===== config.mk =====
export PLATFORM = sky130hd
export DESIGN_NAME = up_down_counter
export DESIGN_NICKNAME = d
export VERILOG_FILES = /design/src/rtl/up_down_counter_pkg.sv /design/src/rtl/up_down_counter.sv
export SDC_FILE = /design/constraint.sdc
export NUM_CORES = 1
export LEC_CHECK = 0
export BUFFER_PORTS_ARGS = -buffer_cell sky130_fd_sc_hd__buf_4
export CELL_PAD_IN_SITES_DETAIL_PLACEMENT = 1
export CELL_PAD_IN_SITES_GLOBAL_PLACEMENT = 2
export CORE_AREA = 2 2 50 52
export DETAILED_ROUTE_END_ITERATION = 10
export DIE_AREA = 0 0 52 54
export PLACE_DENSITY_LB_ADDON = 0.1
export SYNTH_ARGS = -nofsm -noshare
export SYNTH_HDL_FRONTEND = slang
export SYNTH_SLANG_ARGS = --single-unit

===== constraint.sdc =====
create_clock -name Clk -period 1.8 [get_ports Clk]
set_input_delay 0.27 -clock Clk [delete_from_list [all_inputs] [get_ports Clk]]
set_output_delay 0.27 -clock Clk [all_outputs]
set_load 0.02 [all_outputs]

===== src/rtl/up_down_counter_pkg.sv =====
// rtl/up_down_counter_pkg.sv - shared direction encodings for up_down_counter
package up_down_counter_pkg;

    localparam logic DIR_UP   = 1'b1;
    localparam logic DIR_DOWN = 1'b0;

endpackage : up_down_counter_pkg


===== src/rtl/up_down_counter.sv =====
// rtl/up_down_counter.sv - saturating up/down counter with limit-reached flag
module up_down_counter
    import up_down_counter_pkg::*;
#(
    parameter int INPUT_BIT_WIDTH = 8
) (
    input  logic                       Clk,
    input  logic                       Reset,
    input  logic                       UpDownMode,
    output logic [INPUT_BIT_WIDTH-1:0] Output,
    output logic                       LimitReachedFlag
);

    localparam logic [INPUT_BIT_WIDTH-1:0] MAX  = '1;
    localparam logic [INPUT_BIT_WIDTH-1:0] ZERO = '0;
    localparam logic [INPUT_BIT_WIDTH-1:0] ONE  = INPUT_BIT_WIDTH'(1);

    logic [INPUT_BIT_WIDTH-1:0] count_q;
    logic [INPUT_BIT_WIDTH-1:0] count_d;

    // Bound is checked before stepping so the count never wraps.
    function automatic logic [INPUT_BIT_WIDTH-1:0] sat_next(
        input logic [INPUT_BIT_WIDTH-1:0] cur,
        input logic                       up
    );
        logic [INPUT_BIT_WIDTH-1:0] nxt;
        nxt = cur;
        if (up == DIR_UP) begin
            if (cur != MAX) nxt = cur + ONE;
        end else begin
            if (cur != ZERO) nxt = cur - ONE;
        end
        return nxt;
    endfunction

    always_comb begin
        count_d = sat_next(count_q, UpDownMode);
    end

    always_ff @(posedge Clk or posedge Reset) begin
        if (Reset) begin
            count_q <= ZERO;
        end else begin
            count_q <= count_d;
        end
    end

    assign Output           = count_q;
    assign LimitReachedFlag = (UpDownMode == DIR_UP) ? (count_q == MAX) : (count_q == ZERO);

endmodule : up_down_counter


# After elaboration in Yosys (flattened, before gate mapping)
# Cells that the tools add are included.
[totals]
ff_bits = 8
in_bits = 3
output_inout_bits = 9
wordCells = 14
[classes]
n_addsub = 2
eq_ne = 3
muxes = 4
reduce_logical = 4
[op_table]
columns = ["op", "count"]
rows = [
  ["$mux 8", 3],
  ["$add 8x1->8 const B", 1],
  ["$eq 8x8->1 const B", 1],
  ["$logic_not 8->1", 1],
  ["$ne 8x8->1 const B", 1],
  ["$reduce_bool 8->1", 1],
  ["$sub 8x1->8 const B", 1],
  ["$ne 2x1->1 const B", 1],
  ["$reduce_and 2->1", 1],
  ["$reduce_bool 2->1", 1],
  ["$mux 1", 1],
]

# Logic depth before layout (Yosys ltp)
[logic_depth]
word_depth = 3
depth_mapped = 6
depth_no_buf = 6

# Least setup slack after synthesis
# No wires, ideal clock.
[synth_timing]
kind = "register to register"
from = "register count_q[0], in the netlist Output[0]"
to = "register count_q[6], in the netlist Output[6]"
arrival_ns = 1.745
t_required_ns = 1.705
slack_ns = -0.041
path_stages_with_launch = 6
period_less_slack_ns = 1.841
cell_sequence = "dfrtp_1 -> fa_1 -> a211o_1 -> a211oi_1 -> nor3_1 -> o31ai_1"
[synth_via]
elab_chain_cells = 3
elab_cells_between_ends = 10
[synth_rtl]
columns = ["item", "line_no", "rtl"]
rows = [
  ["start, declared", "up_down_counter.sv:18", "logic [INPUT_BIT_WIDTH-1:0] count_q;"],
  ["start signal, assigned", "up_down_counter.sv:44", "count_q <= count_d;"],
  ["$sub 8x1->8 (tied with other cells)", "up_down_counter.sv:31", "if (cur != ZERO) nxt = cur - ONE;"],
  ["$mux 8 (tied with other cells)", "up_down_counter.sv:31", ""],
  ["$mux 8 or $reduce_and 2->1 (tied branches)", "n/a", ""],
]
# Parallel ways exist; a longest one is shown, timed or not. The select of a mux whose other input is x is not followed.
# A chain may end at the register's enable or synchronous reset.

# Worst setup path after layout
[layout_timing]
from = "register count_q[1], in the netlist Output[1]"
to = "register count_q[6], in the netlist Output[6]"
# Same word-level chain as after synthesis.

==> metrics.txt <==
Routed Antenna Nets=0; Power, Total=1.86 mW; Final Critical Period=1.81 ns; TritonCTS Sinks=8; CTS tree=done; final hold violations=0; vias=658; Crit path buffers/inverters=0; final-layout fill cell count=278; pin count of the biggest net entering global routing=9; vias in the first global route=656; met2 Track Usage GR=30.8%; gr usage total=16.7%; global route overflow=0; Port Buffers=11; deepest clock path buffer count=2; max reg flops=8; CP peak stage delay=0.42 ns; combinational share of power=70.5%; DRC viols=0; post-route cell area=943 um2; worst hold-check path type=primary input to flop; wire per inst=16.0 um; RSZ-0062 raised after global routing=true; Ports=12; first-pass GRT wire length=3240 um; Synth Cell Area=627 um2; CP max FO=3; status=complete, but fails checks; highest clock rate=553 MHz; Ys Warns=0; clock-pin slew on the worst setup and hold paths=0.07 ns; max cap viols=0; switching power=828 uW; relative slew slack=77.2%; Yosys cell types=31; power share of the clock group=8.7%; Synth Register Bits=8; CP Launch Type=flop; violated checks=negative setup slack; share of layout cells above drive strength 1=45.5%; Setup Crit Path Kind=flop to flop; CP Depth=5; core area=2320 um2; routability congestion estimate=0.744; Worst setup EP type=flop; GRT met3 Usage=4.17%; post-route setup slack=-0.00870 ns; WP data arrival=1.98 ns; Std-Cell Rows=18; Crit-path slowest cell=dfrtp_1; worst setup path end=Output[6]; insertion delay to the later sink of the worst-skew pair=0.27 ns; reg2reg end=Output[6]; die area=2810 um2; Reg2Reg Depth=5; pwr dens=1970 nW/um2; htree depth=1; Sw Ratio=44.6%; Seq pwr share=20.8%; Starting Density=27.0%; Worst path top cell family by delay=compound AO/OA/AOI/OAI gates; Slew @ Worst Pin=0.340 ns; clk root buf=clkbuf_4; multi-input logic area=428 um2; number of inserted diodes=0; Die W=52 um; Max Slew Vio Count=0; Setup Viol. Count Final=1; global route hottest layer=met2; Crit. Startpoint=Output[1]; Post-Syn Instances=66; DR iter-0 viols=9; Peak VDD IR=0.886 mV; DR vias/cell=5.10; period utilization=100%; met1 GRT Util=18.3%; ordered cell list for the critical path=fa_2 -> a211o_1 -> a211oi_2 -> nor3_2 -> o31ai_2; post-DP HPWL=1560 um; DR pass1 iterations=4; Static Leakage=0.465 nW; register area=201 um2; Avg Cell Area, Syn=9.50 um2; P&R area growth vs syn=50.5%; initial antenna violation count=0; final wirelength=2070 um; register area share after synthesis=31.9%; placed instance area=852 um2; Int Power=1.03 mW; R2R Path Start=Output[1]; Inserted Clock Buffers=3; Die Ht=54 um; fin nets=110; skew final=0.00559 ns; Synthesized Nets=76; reg2reg setup slack=-0.009 ns; critical path required time=1.97 ns
per-layer routing:
metal  vias up  wire length [um]
met3         2                83
met1       323               917
met2        14              1050
li1        319                 -
met5         -                 0
met4         0                11
worst min-delay path by stage:
stage	from	slack [ns]	cells past startpoint	end
finish	UpDownMode	0.49	5	Output[7]
global route	UpDownMode	0.50	5	Output[7]
CTS	UpDownMode	0.48	5	Output[7]
detailed placement	Reset	0.27	2	Output[3]
global placement	Reset	0.27	2	Output[3]
floorplan	Reset	0.09	1	Output[1]
worst min-delay path, cell delays in order:
cell and delay [ns]:
buf_4 0.08, buf_4 0.11, xor2_1 0.07, o221ai_1 0.07, o211ai_1 0.09
cell usage in the layout (no fill, tap or decap), drive strengths merged, types with 3 or more instances in the layout:
cell,instances
buf,30
dfrtp,8
ha,6
a211oi,5
inv,4
o21ai,4
nor3,4
clkbuf,4
nand2,3
nor2,3
or2,3
Yosys cell counts:
master | n | area share [%]
a21o_1 | 2 | 2.4
nand4_1 | 1 | 1.0
or3_1 | 2 | 2.0
o21a_1 | 2 | 2.4
a211o_1 | 2 | 2.8
buf_6 | 1 | 1.8
nand3_1 | 2 | 1.6
inv_1 | 4 | 2.4
xnor2_1 | 1 | 1.4
buf_2 | 1 | 0.80
a211oi_1 | 4 | 4.8
a211oi_2 | 1 | 2.0
xor2_1 | 1 | 1.4
nor2b_4 | 1 | 2.2
nor4_1 | 1 | 1.0
nand2_1 | 3 | 1.8
nor3_1 | 4 | 3.2
a21oi_1 | 1 | 0.80
or2_2 | 2 | 2.0
or2_1 | 1 | 1.0
fa_1 | 1 | 3.2
nor2_1 | 3 | 1.8
o2111a_1 | 1 | 1.8
o21ai_0 | 4 | 3.2
o221ai_1 | 1 | 1.4
o22a_1 | 1 | 1.4
dfrtp_1 | 8 | 32
ha_1 | 6 | 12
and3_1 | 1 | 1.0
o31ai_1 | 2 | 2.4
o211ai_1 | 1 | 1.2
area by class of cell:
type	count	area share [%]
repair buffers	31	24.9
well taps	30	3.98
flip-flops and latches	8	21.4
clock buffers	4	2.79
inverters	4	1.59
multi-input cells	52	45.4
through the flow:
stage | TNS [ns] | cells | utilization, % | worst slack [ns] | hold slack, ns
2_1_floorplan | 0 | 66 | - | 0.00614 | 0.0856
3_5_place_dp | -0.281 | 121 | 36.7 | -0.155 | 0.269
6_report | -0.00870 | 129 | 40.7 | -0.00870 | 0.487
3_3_place_gp | -0.0660 | 121 | 36.7 | -0.0445 | 0.267
4_1_cts | 0 | 126 | 38.9 | 0.0168 | 0.479
5_1_grt | -0.262 | 129 | 40.7 | -0.102 | 0.504
power groups by stage:
stage / combinational [mW] / sequential (mW) / clock [mW]
3_3_place_gp: 1.17 / 0.392 / 0
3_5_place_dp: 1.19 / 0.391 / 0
4_1_cts: 1.23 / 0.387 / 0.170
2_1_floorplan: 0.583 / 0.496 / 0
6_report: 1.31 / 0.386 / 0.162
5_1_grt: 1.44 / 0.402 / 0.181
cells by family after synthesis:
kind of cell    Yosys count  share of synthesized area, %
flops                     8                          31.9
simple gates             21                          18.6
buf+inv                   6                          4.99
fa+ha+maj                 7                          15.2
xor+xnor                  2                          2.79
compound gates           22                          26.5
what timing repair did:
action | in CTS | in global routing
gates resized for setup | 3 | 4
setup buffers | 0 | 3
hold endpoints to repair | 8 | 0
setup endpoints to repair | 3 | 3
hold buffers | 1 | 0
pin swaps | 0 | 6
gates cloned | 0 | 0
(Power assumes the default switching activity.)
